==> config.mk <==
export PLATFORM = sky130hd
export DESIGN_NAME = const_mapper
export DESIGN_NICKNAME = d
export VERILOG_FILES = /design/src/rtl/const_mapper_pkg.sv /design/src/rtl/const_mapper_bit_collector.sv /design/src/rtl/const_mapper.sv
export SDC_FILE = /design/constraint.sdc
export NUM_CORES = 1
export LEC_CHECK = 0
export BUFFER_PORTS_ARGS = -buffer_cell sky130_fd_sc_hd__buf_2
export CORE_MARGIN = 5
export CORE_UTILIZATION = 35
export DETAILED_ROUTE_END_ITERATION = 10
export PLACE_DENSITY_LB_ADDON = 0.2
export SLEW_MARGIN = 20
export SYNTH_ARGS = -nofsm -noshare
export SYNTH_HDL_FRONTEND = slang
export SYNTH_HIERARCHICAL = 1
export SYNTH_SLANG_ARGS = --single-unit
==> constraint.sdc <==
create_clock -name i_clk -period 4.3 [get_ports i_clk]
set_input_delay 1.29 -clock i_clk [delete_from_list [all_inputs] [get_ports i_clk]]
set_output_delay 1.29 -clock i_clk [all_outputs]
set_load 0.01 [all_outputs]
==> src/rtl/const_mapper_pkg.sv <==
// Shared types, ROM address map and modulation helpers for the uplink constellation mapper.
// ROM holds signed constants; the sign of each symbol component is chosen purely by address.
package const_mapper_pkg;

  typedef enum logic [1:0] {
    BPSK  = 2'b00,
    QPSK  = 2'b01,
    QAM16 = 2'b10,
    RSVD  = 2'b11
  } mod_e;

  typedef enum logic [1:0] {
    ST_IDLE,
    ST_RUN,
    ST_DRAIN
  } state_e;

  localparam logic [2:0] ADDR_P_A = 3'd0;  // +1/sqrt(2)
  localparam logic [2:0] ADDR_N_A = 3'd1;  // -1/sqrt(2)
  localparam logic [2:0] ADDR_P_1 = 3'd2;  // +1/sqrt(10)
  localparam logic [2:0] ADDR_N_1 = 3'd3;  // -1/sqrt(10)
  localparam logic [2:0] ADDR_P_3 = 3'd4;  // +3/sqrt(10)
  localparam logic [2:0] ADDR_N_3 = 3'd5;  // -3/sqrt(10)

  function automatic logic [2:0] qm_of(input mod_e m);
    case (m)
      BPSK:    return 3'd1;
      QPSK:    return 3'd2;
      QAM16:   return 3'd4;
      default: return 3'd1;
    endcase
  endfunction

  // 16-QAM axis: first bit picks the sign, second bit picks the 1 or 3 amplitude.
  function automatic logic [2:0] qam_addr(input logic sgn, input logic mag);
    case ({sgn, mag})
      2'b00:   return ADDR_P_1;
      2'b01:   return ADDR_P_3;
      2'b10:   return ADDR_N_1;
      default: return ADDR_N_3;
    endcase
  endfunction

endpackage

==> src/rtl/const_mapper_bit_collector.sv <==
// Gathers up to four serial bits (b0 first) and strobes o_last on the Qm-th accepted bit.
// o_group already contains the incoming bit so the group is usable in the cycle it completes.
module const_bit_collector (
  input  logic       i_clk,
  input  logic       i_rst,
  input  logic       i_clear,
  input  logic       i_accept,
  input  logic       i_bit,
  input  logic [2:0] i_qm,
  output logic [3:0] o_group,
  output logic [1:0] o_cnt,
  output logic       o_last
);

  logic [3:0] bits_q, bits_d;
  logic [1:0] cnt_q, cnt_d;

  always_comb begin
    o_group        = bits_q;
    o_group[cnt_q] = i_bit;
    o_last         = i_accept && ({1'b0, cnt_q} == i_qm - 3'd1);
    o_cnt          = cnt_q;
    bits_d         = bits_q;
    cnt_d          = cnt_q;
    if (i_clear) begin
      bits_d = '0;
      cnt_d  = '0;
    end else if (i_accept) begin
      if (o_last) begin
        bits_d = '0;
        cnt_d  = '0;
      end else begin
        bits_d[cnt_q] = i_bit;
        cnt_d         = cnt_q + 2'd1;
      end
    end
  end

  always_ff @(posedge i_clk) begin
    if (i_rst) begin
      bits_q <= '0;
      cnt_q  <= '0;
    end else begin
      bits_q <= bits_d;
      cnt_q  <= cnt_d;
    end
  end

endmodule

==> src/rtl/const_mapper.sv <==
// Constellation mapper: serial bits -> ROM addresses -> registered I/Q symbol, one cycle after the Qm-th bit.
// Bits stall only when a full symbol is pending downstream; PI2_BPSK_EN enables pi/2 rotation of odd BPSK symbols.
module const_mapper #(
  parameter int DATA_WIDTH = 16,
  parameter int ADDR_WIDTH = 3,
  parameter int NSYM_WIDTH = 12
) (
  input  logic                  i_clk,
  input  logic                  i_rst,
  input  logic                  i_start,
  input  logic [1:0]            i_mod,
  input  logic [NSYM_WIDTH-1:0] i_num_sym,
  input  logic                  i_bit,
  input  logic                  i_bit_valid,
  output logic                  o_bit_ready,
  output logic [ADDR_WIDTH-1:0] o_rom_addr_1,
  output logic [ADDR_WIDTH-1:0] o_rom_addr_2,
  input  logic [DATA_WIDTH-1:0] i_rom_data_1,
  input  logic [DATA_WIDTH-1:0] i_rom_data_2,
  output logic [DATA_WIDTH-1:0] o_sym_i,
  output logic [DATA_WIDTH-1:0] o_sym_q,
  output logic                  o_sym_valid,
  input  logic                  i_sym_ready,
  output logic                  o_done,
  output logic                  o_err
);
  import const_mapper_pkg::*;

  state_e                state_q, state_d;
  mod_e                  mod_q, mod_d;
  logic [NSYM_WIDTH-1:0] num_q, num_d;
  logic [NSYM_WIDTH-1:0] sym_cnt_q, sym_cnt_d;
  logic [DATA_WIDTH-1:0] sym_re_q, sym_re_d;
  logic [DATA_WIDTH-1:0] sym_im_q, sym_im_d;
  logic                  vld_q, vld_d;
  logic                  done_q, done_d;
  logic                  err_q, err_d;
`ifdef PI2_BPSK_EN
  logic                  par_q, par_d;
`endif

  logic [2:0] qm;
  logic [3:0] grp;
  logic [1:0] coll_cnt;
  logic       load;
  logic       bit_rdy;
  logic       bit_acc;
  logic       sym_acc;
  logic [2:0] addr_i, addr_q;

  assign qm      = qm_of(mod_q);
  // A partially collected group can keep filling even while a symbol waits downstream.
  assign bit_rdy = (state_q == ST_RUN) && !i_start &&
                   (!vld_q || i_sym_ready || ({1'b0, coll_cnt} < qm - 3'd1));
  assign bit_acc = bit_rdy && i_bit_valid;
  assign sym_acc = vld_q && i_sym_ready;

  const_bit_collector u_collector (
    .i_clk    (i_clk),
    .i_rst    (i_rst),
    .i_clear  (i_start),
    .i_accept (bit_acc),
    .i_bit    (i_bit),
    .i_qm     (qm),
    .o_group  (grp),
    .o_cnt    (coll_cnt),
    .o_last   (load)
  );

  always_comb begin
    addr_i = '0;
    addr_q = '0;
    if (load) begin
      case (mod_q)
        BPSK: begin
          addr_i = grp[0] ? ADDR_N_A : ADDR_P_A;
          addr_q = grp[0] ? ADDR_N_A : ADDR_P_A;
`ifdef PI2_BPSK_EN
          if (par_q) addr_i = grp[0] ? ADDR_P_A : ADDR_N_A;
`endif
        end
        QPSK: begin
          addr_i = grp[0] ? ADDR_N_A : ADDR_P_A;
          addr_q = grp[1] ? ADDR_N_A : ADDR_P_A;
        end
        QAM16: begin
          addr_i = qam_addr(grp[0], grp[2]);
          addr_q = qam_addr(grp[1], grp[3]);
        end
        default: begin
          addr_i = '0;
          addr_q = '0;
        end
      endcase
    end
  end

  assign o_rom_addr_1 = ADDR_WIDTH'(addr_i);
  assign o_rom_addr_2 = ADDR_WIDTH'(addr_q);

  always_comb begin
    state_d   = state_q;
    mod_d     = mod_q;
    num_d     = num_q;
    sym_cnt_d = sym_cnt_q;
    sym_re_d  = sym_re_q;
    sym_im_d  = sym_im_q;
    vld_d     = vld_q;
    done_d    = 1'b0;
    err_d     = err_q;
`ifdef PI2_BPSK_EN
    par_d     = par_q;
`endif
    if (i_start) begin
      mod_d     = mod_e'(i_mod);
      num_d     = i_num_sym;
      sym_cnt_d = '0;
      vld_d     = 1'b0;
`ifdef PI2_BPSK_EN
      par_d     = 1'b0;
`endif
      if (mod_e'(i_mod) == RSVD) begin
        err_d   = 1'b1;
        state_d = ST_IDLE;
      end else begin
        err_d = 1'b0;
        if (i_num_sym == '0) begin
          state_d = ST_IDLE;
          done_d  = (state_q == ST_IDLE);
        end else begin
          state_d = ST_RUN;
        end
      end
    end else begin
      if (sym_acc) vld_d = 1'b0;
      case (state_q)
        ST_RUN: begin
          if (load) begin
            sym_re_d  = i_rom_data_1;
            sym_im_d  = i_rom_data_2;
            vld_d     = 1'b1;
            sym_cnt_d = sym_cnt_q + NSYM_WIDTH'(1);
`ifdef PI2_BPSK_EN
            par_d     = !par_q;
`endif
            if (sym_cnt_q + NSYM_WIDTH'(1) == num_q) state_d = ST_DRAIN;
          end
        end
        ST_DRAIN: begin
          if (sym_acc) begin
            done_d  = 1'b1;
            state_d = ST_IDLE;
          end
        end
        default: state_d = ST_IDLE;
      endcase
    end
  end

  always_ff @(posedge i_clk) begin
    if (i_rst) begin
      state_q   <= ST_IDLE;
      mod_q     <= BPSK;
      num_q     <= '0;
      sym_cnt_q <= '0;
      sym_re_q  <= '0;
      sym_im_q  <= '0;
      vld_q     <= 1'b0;
      done_q    <= 1'b0;
      err_q     <= 1'b0;
`ifdef PI2_BPSK_EN
      par_q     <= 1'b0;
`endif
    end else begin
      state_q   <= state_d;
      mod_q     <= mod_d;
      num_q     <= num_d;
      sym_cnt_q <= sym_cnt_d;
      sym_re_q  <= sym_re_d;
      sym_im_q  <= sym_im_d;
      vld_q     <= vld_d;
      done_q    <= done_d;
      err_q     <= err_d;
`ifdef PI2_BPSK_EN
      par_q     <= par_d;
`endif
    end
  end

  assign o_bit_ready = bit_rdy;
  assign o_sym_i     = sym_re_q;
  assign o_sym_q     = sym_im_q;
  assign o_sym_valid = vld_q;
  assign o_done      = done_q;
  assign o_err       = err_q;

endmodule
After elaboration in Yosys (flattened, before gate mapping) --
Cells that the tools add are included.
Storage, ports and cells: input bits 52, bits in registers 69
Cells by class: magnitude comparators 3, mux-type cells 30, $add $sub $neg 3, eq/ne operators 14, reduce and logical (&&, ||, !) cells 20, bitwise gates (word level) 1
Operators by type and width (number):
- $pmux 3 s3 | 3
- $mux 1 | 14
- $add 12x1->12 const B | 1
- $eq 12x12->1 | 1
- $logic_not 12->1 | 1
- $pmux 3 s2 | 2
- $eq 2x2->1 const B | 5
- $mux 2 | 5
- $eq 2x1->1 const B | 4
- $logic_not 2->1 | 4
- $logic_and 1x1->1 | 6
- $mux 3 | 2
- $ne 3x3->1 const B | 2
- $reduce_and 3->1 | 2
- $bwmux 4 | 1
- $mux 4 | 1
- $pmux 2 s2 | 1
- $reduce_or 2->1 | 2
- $eq 2x3->1 | 1
- $lt 2x3->1 | 1
- $lt 2x3->1 const B | 1
- $ne 3x2->1 const B | 1
- $sub 3x1->3 const B | 1
- $add 2x1->2 const B | 1
- 6 further kinds | 8

Logic depth before layout (Yosys ltp) --
depth after elaboration 11, mapped depth 14

Hierarchy --
Netlist, hierarchy kept.
By module, submodules not included:
- const_mapper | sequential area each 1261.2 um2, cells an instance 356, area each 2959.1 um2, times used 1
- const_bit_collector | sequential area each 120.1 um2, cells an instance 32, area each 369.1 um2, times used 1

Least setup slack after synthesis --
OpenSTA, ideal clock, no wires.
kind input-to-output, start point input i_start, end point output o_rom_addr_2[0], path buffers 1, arrival time 2.815 ns, cell stages on the path 7, required time 3.010 ns, path slack 0.195 ns, cells stage by stage nor2b_1 o31a_1 and2_1 nor4b_1 clkbuf_1 nor2b_1 a21boi_0
On the way: cells in the longest elaborated chain, start to end 6
RTL lines:
- from (decl) | line const_mapper.sv:10 | input logic i_start,
- $logic_not 1->1 | line const_mapper.sv:53 | assign bit_rdy = (state_q == ST_RUN) && !i_start &&
- $logic_and 1x1->1 (2 in series) | line const_mapper.sv:53
- net o_bit_ready | line const_mapper.sv:15 | output logic o_bit_ready,
- $logic_and 1x1->1 | line const_mapper.sv:55 | assign bit_acc = bit_rdy && i_bit_valid;
- net bit_acc | line const_mapper.sv:47 | logic bit_acc;
- $logic_and 1x1->1 | line const_mapper_bit_collector.sv:21 | o_last = i_accept && ({1'b0, cnt_q} == i_qm - 3'd1);
- net load | line const_mapper.sv:45 | logic load;
- $mux 3 | line const_mapper.sv:73 | if (load) begin
- to (decl) | line const_mapper.sv:17 | output logic [ADDR_WIDTH-1:0] o_rom_addr_2,
The timed path passes the listed nets, and every way through them passes these cells.

Final worst setup path --
start point input i_start, end point output o_rom_addr_2[0]
On the way: cells in the longest elaborated chain, start to end 6
RTL lines (line):
- $logic_not 1->1 | const_mapper.sv:53
- $logic_and 1x1->1 (2 in series) | const_mapper.sv:53
- $logic_and 1x1->1 | const_mapper.sv:55
- net bit_acc | const_mapper.sv:47
- $logic_and 1x1->1 | const_mapper_bit_collector.sv:21
- net load | const_mapper.sv:45
- $mux 3 | const_mapper.sv:73
The timed path passes the listed nets, and every way through them passes these cells.

==> results.sh <==
export IMPL_slew_violations=0
export IMPL_vias=2928
export IMPL_die_h_um=108
export IMPL_syn_avg_cell_area_um2=8.58
export IMPL_htreeDepth=3
export IMPL_fp_coreArea_mm2=0.00924
export IMPL_worst_setup_path_end_kind="output port"
export IMPL_grt_first_pass_wirelength_mm=13.6
export IMPL_synth_seq_cells=69
export IMPL_die_w_um=108
export IMPL_synth_area_mm2=0.00333
export IMPL_synth_distinct_cells=49
export IMPL_grt_max_degree=33
export IMPL_vias_per_cell=4.80
export IMPL_r2r_cells=13
export IMPL_crit_family="simple AND/OR/NAND/NOR gates"
export IMPL_ys_top_cells_by_area="dfxtp_1, nand2_1, a21oi_1"
export IMPL_dieArea_mm2=0.0116
export IMPL_instances_no_fill=610
export IMPL_antenna_found_initial=0
export IMPL_finalHoldViolations=0
export IMPL_drtAntennaViolNets=0
export IMPL_rows=35
export IMPL_ys_seq_area_share_pct=41.5
export IMPL_synthFlopType="dfxtp_1"
export IMPL_place_gp_congestion=0.819
export IMPL_synth_largest_area_cell="dfxtp_1"
export IMPL_setup_viol=0
export IMPL_path_clk_slew_ps=80
export IMPL_final_min_clock_period_ps=4010
export IMPL_drive_above_1_share_pct=28.5
export IMPL_synth_top_cell_area_share_pct=41.5
export IMPL_start_util_pct=36.0
export IMPL_dr_pass1_iters=5
export IMPL_tritoncts="done"
export IMPL_rsz0062_at_grt="no"
export IMPL_cp_required_ps=3010
export IMPL_period_share_pct=93.3
export IMPL_final_nets=541
export IMPL_arrival_ps=2720
export IMPL_postCtsSetupBuffers=0
export IMPL_ir_worst_vdd_mv=0.139
export IMPL_criticalPathCategory="input pin to output port"
export IMPL_numCtsBuffers=9
export IMPL_place_inst=594
export IMPL_power_density_mw_per_mm2=355
export IMPL_grt_pass1_vias=2835
export IMPL_run_status="finished, final reports clean"
export IMPL_hold_buffers=0
export IMPL_path_max_fanout=3
export IMPL_clk_latency_ps=350
export IMPL_crit_buf_inv=2
export IMPL_fillers=911
export IMPL_finClkSkew_ps=8.50
export IMPL_setup_tns_ps=0
export IMPL_antenna_cells=0
export IMPL_hold_path_class="register to register"
export IMPL_p_leak_nw=1.77
export IMPL_grtUsageTotal_pct=14.7
export IMPL_slowest_delay_ps=280
export IMPL_drc_errors=0
export IMPL_path_depth=8
export IMPL_ys_warn_count=6
export IMPL_finalPower_mw=1.48
export IMPL_cts_resized=0
export IMPL_tightest_slew_ps=624
export IMPL_boundaryPins=94
export IMPL_max_freq_ghz=0.249
export IMPL_hold_depth=1
export IMPL_clockBufferDepth=2
export IMPL_slowest_stage="nor4b_2"
export IMPL_routed_wl_mm=8.28
export IMPL_grt_overflow_total=0
export IMPL_synthesis_nets=453
export IMPL_port_buffers=93
export IMPL_syn_to_final_growth_pct=25.2
export IMPL_max_cap_violations=0
export IMPL_drt_iter0_markers=95
export IMPL_synthArstFlopShare_pct=0
export IMPL_slew_headroom_pct=58.1
export IMPL_synthCells=388
export IMPL_root_buffer="clkbuf_8"
export IMPL_clock_sinks=69
export IMPL_avgRoutedWirePerCell_um=13.6
export IMPL_synth_edf_count=0
export IMPL_place_hpwl_mm=6.09
export IMPL_path_cells="buf_2 > nor2b_1 > o31a_1 > and2_1 > nor4b_2 > nor2b_1 > a21boi_0 > buf_2"
export IMPL_cp_start_kind="input pin"
## power by group
group | internal [mW] | switching [mW]
clock | 0.448 | 0.269
sequential | 0.648 | 0.00853
combinational | 0.0488 | 0.0569
total | 1.14 | 0.335
## per-stage QoR
step                      cell area, um^2  util (%)  hold WS, ps  setup slack [ps]
after floorplan                      3330         -          408               195
after global placement               3890      42.1          436               168
after detailed placement             3890      42.1          443               127
after CTS                            4160      45.0          451               110
after global routing                 4170      45.1          471              77.1
final                                4170      45.1          445               289
## cells in the mapped netlist, types with 2 or more instances
master and n:
buf_2 4, xnor2_1 10, dfxtp_1 69, nor2b_1 5
nor2_1 30, buf_4 6, a211oi_1 2, nand2_1 78
ha_1 13, a22o_2 5, mux2_2 5, and4_1 2
buf_1 5, clkbuf_1 7, a21oi_1 41, or3_1 2
nand2b_1 6, and2_1 3, a41oi_1 2, nand4_1 4
and3_1 3, nor3_1 5, mux2i_1 15, inv_1 9
nor4_1 4, o21ai_0 6, xor2_1 15, nand3_1 11
## state kept, by name, summed over array words and instances, names as in the netlist
register,count
o_sym_i,16
o_sym_q,16
num_q,12
sym_cnt_q,12
u_collector/bits_q,4
mod_q,2
state_q,2
u_collector/o_cnt,2
o_done,1
o_err,1
o_sym_valid,1
## cell usage in the layout, fill, tap and decap left out, types with 3 or more instances in the layout
cell type and instances:
o21ai_0 6, dfxtp_1 69, and3_1 3, nor4_1 4, clkbuf_8 9, and2_1 3
mux2_2 5, a21oi_1 41, nand2b_1 6, a22o_2 5, nand4_1 4, xnor2_1 10
nor3_1 5, xor2_1 15, inv_1 9, ha_1 13, bufinv_16 4, nor2_1 30
nand2_1 78, buf_2 93, mux2i_1 15, nand3_1 11, nor2b_1 5, buf_4 6
## final timing paths
check                           slack (ps)       start         endpoint
worst min-delay path                   450  state_q[0]           o_done
worst max register to register        1240    mod_q[0]     sym_cnt_q[9]
worst min register to register         450  state_q[0]           o_done
worst max-delay path                   290     i_start  o_rom_addr_2[0]
## worst reg2reg max path: stages (launching register included)
cell     delay [ps]
dfxtp_1         410
inv_1           110
ha_1            330
inv_1            90
inv_1            50
ha_1            300
xnor2_1         170
nor4b_2         350
buf_4           220
nand2_1         190
nor2_1          380
nand3_1         150
xor2_1          150
nor2_1           50
## kinds of logic after synthesis
logic type | Yosys count | share of synthesized area (%)
buf+inv | 31 | 4.32
compound gates | 66 | 12.9
fa+ha+maj | 13 | 4.89
simple gates | 164 | 23.6
xor+xnor | 25 | 6.58
mux | 20 | 6.20
flops | 69 | 41.5
## cell type report
class / instances / area (um^2) / share of cell area, %
multi-input cells: 288 / 1810 / 43.4
flip-flops and latches: 69 / 1380 / 33.2
repair buffers: 99 / 510 / 12.3
well taps: 129 / 161 / 3.87
clock inverters: 7 / 146 / 3.51
clock buffers: 9 / 124 / 2.97
inverters: 9 / 33.8 / 0.811
## routing by layer
layer  global-route usage, %  up-vias  share of wire [%]
met5                       0        -                  0
met1                    18.6     1354                 46
li1                        -     1491                  -
met4                    4.60        0                1.2
met3                    6.00       11                7.8
met2                    22.9       72                 45
No activity file was read; power rests on OpenSTA's default activity.
